<file path="src/rtl/mips_cpu_pkg.sv">
// Shared definitions for the HI/LO multiply/divide sequencer of mips_cpu_harvard.
// Defines the op encoding, the sequencer state encoding and the default iteration count.
package mips_cpu_pkg;

    localparam int unsigned MULDIV_ITER = 32;

    typedef enum logic [1:0] {
        OpMult  = 2'd0,
        OpMultu = 2'd1,
        OpDiv   = 2'd2,
        OpDivu  = 2'd3
    } muldiv_op_e;

    typedef enum logic [1:0] {
        StIdle = 2'd0,
        StRun  = 2'd1,
        StFix  = 2'd2
    } muldiv_state_e;

endpackage

</file>
<file path="src/rtl/mips_cpu_div_step.sv">
// One combinational restoring-divide iteration on a packed {remainder, quotient} pair.
module mips_cpu_div_step
    import mips_cpu_pkg::*;
#(
    parameter int unsigned WIDTH = MULDIV_ITER
) (
    input  logic [2*WIDTH-1:0] rq,
    input  logic [WIDTH-1:0]   divisor,
    output logic [2*WIDTH-1:0] rq_next
);

    logic [WIDTH:0] shifted_rem;
    logic [WIDTH:0] trial;

    // Remainder stays below the divisor, so the shifted value fits in WIDTH+1 bits.
    assign shifted_rem = rq[2*WIDTH-1:WIDTH-1];
    assign trial       = shifted_rem - {1'b0, divisor};

    always_comb begin
        rq_next = {shifted_rem[WIDTH-1:0], rq[WIDTH-2:0], 1'b0};
        if (!trial[WIDTH]) begin
            rq_next = {trial[WIDTH-1:0], rq[WIDTH-2:0], 1'b1};
        end
    end

endmodule

</file>
<file path="src/rtl/mips_cpu_muldiv_seq.sv">
// Iterative MULT/MULTU/DIV/DIVU sequencer owning HI/LO, with MTHI/MTLO and MFHI/MFLO stall.
// Define MULDIV_FAST_MULT_EN for a single-cycle combinational multiply path.
module mips_cpu_muldiv_seq
    import mips_cpu_pkg::*;
#(
    parameter int unsigned WIDTH = MULDIV_ITER
) (
    input  logic             clk,
    input  logic             reset,
    input  logic             start,
    input  logic [1:0]       op,
    input  logic [WIDTH-1:0] op_a,
    input  logic [WIDTH-1:0] op_b,
    input  logic             hi_we,
    input  logic             lo_we,
    input  logic [WIDTH-1:0] wdata,
    input  logic             mf_req,
    output logic             busy,
    output logic             stall,
    output logic [WIDTH-1:0] hi,
    output logic [WIDTH-1:0] lo
);

    localparam int unsigned CW = $clog2(WIDTH);

    muldiv_state_e     state_q, state_d;
    muldiv_op_e        op_q, op_d;
    logic              sign_a_q, sign_a_d;
    logic              sign_b_q, sign_b_d;
    logic              dbz_q, dbz_d;
    logic [CW-1:0]     count_q, count_d;
    logic [2*WIDTH-1:0] acc_q, acc_d;
    logic [WIDTH-1:0]  mcand_q, mcand_d;
    logic [WIDTH-1:0]  hi_q, hi_d;
    logic [WIDTH-1:0]  lo_q, lo_d;

    muldiv_op_e        op_in;
    logic              in_signed, in_div;
    logic [WIDTH-1:0]  mag_a, mag_b;
    logic [WIDTH:0]    mul_sum;
    logic [2*WIDTH-1:0] mul_next;
    logic [2*WIDTH-1:0] div_next;
    logic [2*WIDTH-1:0] product;
    logic [WIDTH-1:0]  quot, rem;
    logic              run_div;

    assign op_in     = muldiv_op_e'(op);
    assign in_signed = (op_in == OpMult) || (op_in == OpDiv);
    assign in_div    = (op_in == OpDiv) || (op_in == OpDivu);
    assign mag_a     = (in_signed && op_a[WIDTH-1]) ? -op_a : op_a;
    assign mag_b     = (in_signed && op_b[WIDTH-1]) ? -op_b : op_b;
    assign run_div   = (op_q == OpDiv) || (op_q == OpDivu);

    // Shift-add: acc holds {partial product, remaining multiplier bits}.
    assign mul_sum  = {1'b0, acc_q[2*WIDTH-1:WIDTH]} + (acc_q[0] ? {1'b0, mcand_q} : '0);
    assign mul_next = {mul_sum, acc_q[WIDTH-1:1]};

    mips_cpu_div_step #(
        .WIDTH (WIDTH)
    ) u_div_step (
        .rq      (acc_q),
        .divisor (mcand_q),
        .rq_next (div_next)
    );

    always_comb begin
        state_d  = state_q;
        op_d     = op_q;
        sign_a_d = sign_a_q;
        sign_b_d = sign_b_q;
        dbz_d    = dbz_q;
        count_d  = count_q;
        acc_d    = acc_q;
        mcand_d  = mcand_q;
        hi_d     = hi_q;
        lo_d     = lo_q;
        product  = acc_q;
        quot     = acc_q[WIDTH-1:0];
        rem      = acc_q[2*WIDTH-1:WIDTH];

        unique case (state_q)
            StIdle: begin
                if (start) begin
                    op_d     = op_in;
                    sign_a_d = in_signed & op_a[WIDTH-1];
                    sign_b_d = in_signed & op_b[WIDTH-1];
                    count_d  = CW'(WIDTH - 1);
                    dbz_d    = 1'b0;
                    if (in_div && (op_b == '0)) begin
                        dbz_d   = 1'b1;
                        acc_d   = {op_a, {WIDTH{1'b1}}};
                        state_d = StFix;
                    end else if (in_div) begin
                        acc_d   = {{WIDTH{1'b0}}, mag_a};
                        mcand_d = mag_b;
                        state_d = StRun;
                    end else begin
`ifdef MULDIV_FAST_MULT_EN
                        acc_d   = {{WIDTH{1'b0}}, mag_a} * {{WIDTH{1'b0}}, mag_b};
                        state_d = StFix;
`else
                        acc_d   = {{WIDTH{1'b0}}, mag_b};
                        mcand_d = mag_a;
                        state_d = StRun;
`endif
                    end
                end else begin
                    if (hi_we) hi_d = wdata;
                    if (lo_we) lo_d = wdata;
                end
            end
            StRun: begin
                acc_d   = run_div ? div_next : mul_next;
                count_d = count_q - CW'(1);
                if (count_q == '0) state_d = StFix;
            end
            StFix: begin
                state_d = StIdle;
                if (dbz_q) begin
                    hi_d = acc_q[2*WIDTH-1:WIDTH];
                    lo_d = acc_q[WIDTH-1:0];
                end else if (!run_div) begin
                    if (sign_a_q ^ sign_b_q) product = -acc_q;
                    hi_d = product[2*WIDTH-1:WIDTH];
                    lo_d = product[WIDTH-1:0];
                end else begin
                    if (sign_a_q ^ sign_b_q) quot = -acc_q[WIDTH-1:0];
                    if (sign_a_q) rem = -acc_q[2*WIDTH-1:WIDTH];
                    hi_d = rem;
                    lo_d = quot;
                end
            end
            default: state_d = StIdle;
        endcase
    end

    always_ff @(posedge clk or negedge reset) begin
        if (!reset) begin
            state_q  <= StIdle;
            op_q     <= OpMult;
            sign_a_q <= 1'b0;
            sign_b_q <= 1'b0;
            dbz_q    <= 1'b0;
            count_q  <= '0;
            acc_q    <= '0;
            mcand_q  <= '0;
            hi_q     <= '0;
            lo_q     <= '0;
        end else begin
            state_q  <= state_d;
            op_q     <= op_d;
            sign_a_q <= sign_a_d;
            sign_b_q <= sign_b_d;
            dbz_q    <= dbz_d;
            count_q  <= count_d;
            acc_q    <= acc_d;
            mcand_q  <= mcand_d;
            hi_q     <= hi_d;
            lo_q     <= lo_d;
        end
    end

    assign busy  = (state_q != StIdle);
    assign stall = mf_req && busy;
    assign hi    = hi_q;
    assign lo    = lo_q;

endmodule

</file>
<file path="config.mk">
export PLATFORM = sky130hd
export DESIGN_NAME = mips_cpu_muldiv_seq
export DESIGN_NICKNAME = d
export VERILOG_FILES = /design/src/rtl/mips_cpu_pkg.sv /design/src/rtl/mips_cpu_div_step.sv /design/src/rtl/mips_cpu_muldiv_seq.sv
export SDC_FILE = /design/constraint.sdc
export NUM_CORES = 1
export LEC_CHECK = 0
export ABC_CLOCK_PERIOD_IN_PS = 4900
export BUFFER_PORTS_ARGS = -buffer_cell sky130_fd_sc_hd__buf_2
export CORE_UTILIZATION = 40
export DETAILED_ROUTE_END_ITERATION = 7
export PLACE_DENSITY = 0.56
export SLEW_MARGIN = 40
export SYNTH_ARGS = -nofsm -noshare
export SYNTH_HDL_FRONTEND = slang
export SYNTH_SLANG_ARGS = --single-unit
</file>
<file path="constraint.sdc">
create_clock -name clk -period 4.9 [get_ports clk]
set_input_delay 0 -clock clk [delete_from_list [all_inputs] [get_ports clk]]
set_output_delay 0 -clock clk [all_outputs]
set_load 0.1 [all_outputs]
</file>
==> impl_metrics.csv, run 1 <==
group,metric,value,unit
global_route,grt_pass1_wl,89.9,mm
critical_path,slowest_stage,"fa_1",
finish,area_growth,15.8,%
critical_path,reg2reg_depth,11,
finish,final_layout_size_suffix_gt1_share,13.4,%
logic_synthesis,synthArstFlopShare,100,%
critical_path,max_stage_delay,0.52,ns
sta,min_period,4.00,ns
sta,fin_crit_sh,81.6,%
logic_synthesis,synthAdderAreaFrac,5.87,%
sta,rsz0062_at_grt,"no",
detailed_routing,drt_first_pass_iters,5,
logic_synthesis,postSynthAreaPerCell,7.97,sq um
global_route,grt.busiest_layer,"met2",
placed_design,postPlaceCellArea,0.0169,sq mm
finish,nets,2285,
logic_synthesis,syn_nets,2134,
detailed_routing,wirelength,59.2,mm
die,num_rows,71,
logic_synthesis,netlist_top_cells_area,"dfrtp_1, mux2i_1, xnor2_1, o21ai_0, ha_1",
sta,maxClockFrequency,0.250,GHz
cts,cts_resized,0,
logic_synthesis,post-synth-top-area-cell,"dfrtp_1",
sta,post-route-worst-setup-slack,0.904,ns
finish,final_cell_mix,"nand2_1, o21ai_0, dfrtp_1, buf_2, nor2_1",
critical_path,crit_start,"acc_q[32]",
critical_path,rrSetupSlack,0.90,ns
sta,skew,0.0120,ns
cts,cts_tree,"done",
placed_design,hpwlAfterDp,45.4,mm
sta,finalHoldViolations,0,
cts,cts-root-buf,"clkbuf_16",
logic_synthesis,synth_cell_types,79,
logic_synthesis,synth-edff-count,0,
cts,clkLatencyLatePin,0.45,ns
die,dieArea,0.0398,sq mm
die,die_h,200,um
cts,clk_path_buf_depth,2,
critical_path,crit_fanout,40,
detailed_routing,wl_per_cell,22.5,um
cts,post_cts_buffers,0,
detailed_routing,via_count,15600,
hold_path,min_path_type,"input pin to flip-flop",
global_route,grtUsageTotal,30.1,%
critical_path,r2r_start,"acc_q[32]",
critical_path,worst_setup_path_start_kind,"flip-flop",
placed_design,gp_congestion,0.973,
critical_path,required,5.23,ns
global_route,antenna_found_initial,0,
global_route,grt_max_degree,95,
logic_synthesis,synth_xor_area_share,9.71,%
logic_synthesis,yosys.area_share.simple,18.6,%
detailed_routing,ant_nets,0,
outcome,status,"complete, no violations",
critical_path,critPathKind,"flip-flop to flip-flop",
logic_synthesis,ys_ff_latch,171,
cts,cts_sinks,171,
die,die_w,200,um
detailed_routing,viasPerCell,5.90,
critical_path,r2r-end,"acc_q[35]",
sta,final.setup.tns,0,ns
global_route,use_met3,3.86,%
detailed_routing,drt-initial-drc-count,1189,
global_route,overflow,0,
sta,max_slew.worst_pin.slew,0.853,ns
critical_path,cp_top_family,"compound AO/OA/AOI/OAI gates",
finish,layout_commonest_cell,"nand2_1",
placed_design,place_ws,0.983,ns
critical_path,critPathArrivalTime,4.33,ns
global_route,grtUsageMet2,46.7,%
critical_path,critPathBufInv,2,
sta,slew_viol_final,0,
die,ios,170,
logic_synthesis,synth_ff_type,"dfrtp_1",
die,core,0.0380,sq mm
critical_path,path_depth,11,
logic_synthesis,yosysWarnings,0,
critical_path,crit_path_end,"acc_q[35]",
cts,htreeDepth,4,
cts,clk_pin_slew,0.08,ns
job,maxCapViolCount,0,
logic_synthesis,yosysSeqAreaShare,27.4,%
global_route,met1_usage,40.6,%
critical_path,endpoint_kind,"flip-flop",
detailed_routing,drc_errors,0,
die,initial_core_util,41.1,%
global_route,grt_pass1_vias,14800,
logic_synthesis,synthesis.area,0.0156,sq mm
placed_design,port_buffers,169,
sta,setup_violations,0,
finish,final_util,47.5,%
cts,numCtsBuffers,17,
logic_synthesis,synth_cells,1958,
sta,relSlewSlack,43.0,%
logic_synthesis,yosysTopAreaCellShare,27.4,%
finish,nFillCells,3879,
critical_path,crit_path_cell_trace,"inv_1 > fa_1 > nor2b_1 > o31a_1 > o211ai_1 > a211oi_1 > o211ai_1 > a211oi_4 > buf_12 > mux2_2 > a221o_1",
finish,fin_area,0.0181,sq mm
logic_synthesis,synth_top_family_by_area,"compound AO/OA/AOI/OAI gates",
logic_synthesis,synthMuxAreaShare,9.39,%
critical_path,critPathMostFrequentCell,"o211ai_1",
logic_synthesis,synth_compound_area_share,24.4,%
worst min path at each step:
stage / from / depth (start not counted) / to
2_1_floorplan: reset / 0 / acc_q[0]
3_3_place_gp: reset / 1 / hi[19]
3_5_place_dp: reset / 1 / hi[19]
4_1_cts: op_a[23] / 4 / acc_q[55]
5_1_grt: op_a[23] / 4 / acc_q[55]
6_report: op_a[23] / 4 / acc_q[55]
registers in the layout (all words and copies together) (netlist names), 2 cells and up:
register / count
state_q: 2
lo: 32
mcand_q: 32
hi: 32
count_q: 5
acc_q: 64
cells in the mapped netlist (8+ instances only):
library cell,n
a211oi_1,36
a21o_1,29
a21oi_1,155
a221oi_1,8
a22o_1,10
a22oi_1,8
a31oi_1,24
and2_1,9
and3_1,9
buf_1,13
clkbuf_1,95
dfrtp_1,171
ha_1,70
inv_1,64
mux2_2,11
mux2i_1,134
nand2_1,210
nand2b_1,17
nand3_1,26
nand4_1,13
nor2_1,159
nor2b_1,30
nor3_1,61
nor4_1,10
o211ai_1,13
o21a_1,13
o21ai_0,176
o21ai_1,10
o21bai_1,10
o221ai_1,10
o31ai_1,31
o41ai_1,18
or2_2,8
or3_1,20
xnor2_1,103
xor2_1,70
logic make-up (layout without fill, tap and decap cells):
family / after synthesis / in the layout
buf+inv: 183 / 346
fa+ha+maj: 72 / 72
mux: 145 / 145
other cells: 0 / 3
compound gates: 605 / 605
simple gates: 609 / 609
flops: 171 / 171
xor+xnor: 173 / 173
per-layer routing:
metal  up-vias  share of wire, %
met4         0               5.5
li1       7409                 -
met5         -                 0
met2       607                44
met3       108               5.9
met1      7431                45
area by class of cell:
class / instances / area, sq um / share of cell area [%]
timing repair buffer: 250 / 1650 / 9.11
clock buffer: 18 / 439 / 2.43
antenna: 3 / 7.51 / 0.0415
clock inverter: 13 / 136 / 0.754
sequential: 171 / 4280 / 23.7
multi-input combinational: 1604 / 10700 / 59.1
tap: 511 / 639 / 3.54
inverter: 65 / 244 / 1.35
stage by stage:
stage               instances  hold slack [ns]
global placement         2547            0.166
detailed placement       2548           0.0903
global route             2632           0.0180
CTS                      2631          0.00231
finish                   2635          0.00718
floorplan                1958           -0.296
worst min-delay path, stage by stage:
cell and delay [ns]:
buf_2 0.17, a22o_1 0.14, a21oi_1 0.04, o221ai_1 0.06
repair_timing:
action / CTS / global route
hold endpoints to repair: 173 / 0
hold buffers: 52 / 0
endpoints found under the setup margin: 0 / 0
Power of run 1 is left out: the tool's default activity adds up to more than one toggle a clock period on the data nets, which glitch-free logic cannot reach.
==> run 2: changes to the inputs <==
--- a/config.mk
+++ b/config.mk
@@ -5,11 +5,11 @@
 export SDC_FILE = /design/constraint.sdc
 export NUM_CORES = 1
 export LEC_CHECK = 0
-export ABC_CLOCK_PERIOD_IN_PS = 4900
+export ABC_CLOCK_PERIOD_IN_PS = 3500
 export BUFFER_PORTS_ARGS = -buffer_cell sky130_fd_sc_hd__buf_2
 export CORE_UTILIZATION = 40
 export DETAILED_ROUTE_END_ITERATION = 7
-export PLACE_DENSITY = 0.56
+export PLACE_DENSITY = 0.58
 export SLEW_MARGIN = 40
 export SYNTH_ARGS = -nofsm -noshare
 export SYNTH_HDL_FRONTEND = slang
==> constraint.sdc (replaced) <==
create_clock -name clk -period 3.5 [get_ports clk]
set_input_delay 0 -clock clk [delete_from_list [all_inputs] [get_ports clk]]
set_output_delay 0 -clock clk [all_outputs]
set_load 0.1 [all_outputs]
==> impl_metrics.csv, run 2 (same netlist as run 1, synthesis figures left out) <==
group,metric,value,unit
placed_design,hpwlAfterDp,47.7,mm
global_route,antenna_found_initial,1,
detailed_routing,viasPerCell,5.88,
cts,cts-root-buf,"clkbuf_16",
critical_path,critPathBufInv,0,
hold_path,hp-start,"op_a[9]",
sta,finalHoldViolations,1,
detailed_routing,drc_errors,0,
detailed_routing,wirelength,61.2,mm
die,dieArea,0.0398,sq mm
sta,post-route-worst-setup-slack,0.137,ns
finish,nFillCells,3777,
finish,layout_commonest_cell,"nand2_1",
global_route,grt_pass1_vias,15300,
die,initial_core_util,41.1,%
die,ios,170,
sta,fin_crit_sh,96.1,%
critical_path,crit_path_cell_trace,"or4_4 > or4_4 > nor4_4 > nand3_1 > o41ai_2 > o21ai_1 > xor2_1 > nand2_1 > o21ai_1",
outcome,violations,"hold timing",
detailed_routing,via_count,16000,
critical_path,worst_setup_path_start_kind,"flip-flop",
finish,area_growth,21.0,%
cts,clk_path_buf_depth,2,
finish,antenna_cells,0,
cts,clk_pin_slew,0.09,ns
sta,skew,0.0148,ns
critical_path,crit_fanout,6,
critical_path,slowest_stage,"or4_4",
finish,regMostFlops,"acc_q",
critical_path,cp_top_family,"simple AND/OR/NAND/NOR gates",
placed_design,gp_congestion,0.999,
die,num_rows,71,
placed_design,port_buffers,169,
critical_path,rrSetupSlack,0.14,ns
hold_path,min_to,"acc_q[41]",
detailed_routing,drt-initial-drc-count,1378,
critical_path,reg2reg_depth,9,
outcome,status,"finished with violations",
critical_path,endpoint_kind,"flip-flop",
cts,cts_sinks,171,
sta,max_slew.worst_pin.slew,0.795,ns
cts,numCtsBuffers,17,
cts,clkLatencyLatePin,0.45,ns
sta,rsz0062_at_grt,"no",
global_route,overflow,0,
critical_path,critPathKind,"flip-flop to flip-flop",
detailed_routing,ant_nets,0,
finish,final_layout_size_suffix_gt1_share,17.7,%
cts,htreeDepth,4,
global_route,grt_max_degree,83,
sta,relSlewSlack,46.9,%
global_route,grtUsageTotal,30.8,%
global_route,grt_pass1_wl,91.7,mm
die,die_h,200,um
critical_path,r2r_start,"acc_q[22]",
hold_path,hold_depth,4,
cts,cts_tree,"done",
critical_path,crit_start,"acc_q[22]",
placed_design,place_ws,0.0270,ns
sta,min_period,3.36,ns
hold_path,min_path_type,"input pin to flip-flop",
sta,final.setup.tns,0,ns
die,core,0.0380,sq mm
critical_path,critPathArrivalTime,3.75,ns
finish,nets,2379,
detailed_routing,drt_first_pass_iters,7,
die,die_w,200,um
critical_path,max_stage_delay,0.58,ns
finish,largest_register_ffs,64,
sta,hold_slack,-0.00160,ns
critical_path,required,3.89,ns
sta,slew_viol_final,0,
job,maxCapViolCount,0,
detailed_routing,wl_per_cell,22.4,um
finish,final_cell_mix,"nand2_1, o21ai_0, dfrtp_1, buf_2, nor2_1",
sta,maxClockFrequency,0.297,GHz
critical_path,r2r-end,"hi[21]",
sta,setup_violations,0,
==> run 2: cell count changes in the layout (fill, tap and decap cells not counted), moves of 3 or more <==
cell,before,now
a21oi_1,155,152
diode_2,3,0
buf_4,25,117
a211oi_2,0,3
clkinv_8,1,7
a21oi_2,0,3
a211oi_1,36,33
buf_6,0,3
==> run 2: final cells by class <==
type	instances	area, sq um	share of cell area, %
tap	511	639	3.39
sequential	171	4280	22.7
multi-input combinational	1604	10700	56.9
inverter	65	244	1.29
clock buffer	17	425	2.25
timing repair buffer	344	2350	12.5
clock inverter	15	198	1.05
==> run 2: worst max path at each step <==
| stage | slack [ns] | endpoint | depth (start not counted) |
|---|---|---|---|
| after floorplan | 0.32 | acc_q[40] | 12 |
| after global placement | 0.06 | hi[21] | 9 |
| after detailed placement | 0.03 | acc_q[35] | 12 |
| after CTS | 0.007 | acc_q[35] | 12 |
| after global routing | 0.01 | hi[21] | 9 |
| final | 0.14 | hi[21] | 9 |
==> run 2: routing by layer <==
layer  part of all wire (%)  global-route usage (%)
met5                      0                       0
met4                    4.7                    14.1
met3                    6.5                    3.39
met2                     45                    50.3
met1                     43                    40.8
==> run 2: what timing repair did <==
item	CTS	global route
hold buffers	52	0
setup endpoints to repair	0	31
endpoints found under the hold margin	160	0
buffers inserted	0	5
resized for setup	0	21
==> run 2: through the flow <==
step	cells	util (%)	instance area, sq um
after floorplan	1958	-	15600
after global placement	2637	46.2	17600
after detailed placement	2638	46.3	17600
after CTS	2722	49.3	18800
after global routing	2727	49.7	18900
final	2727	49.7	18900
==> run 2: tightest hold or removal path: stages <==
cell and delay (ns):
buf_2 0.17, a22o_1 0.15, a21oi_1 0.03, o21ai_0 0.06
Power of run 2 is left out for the same reason.
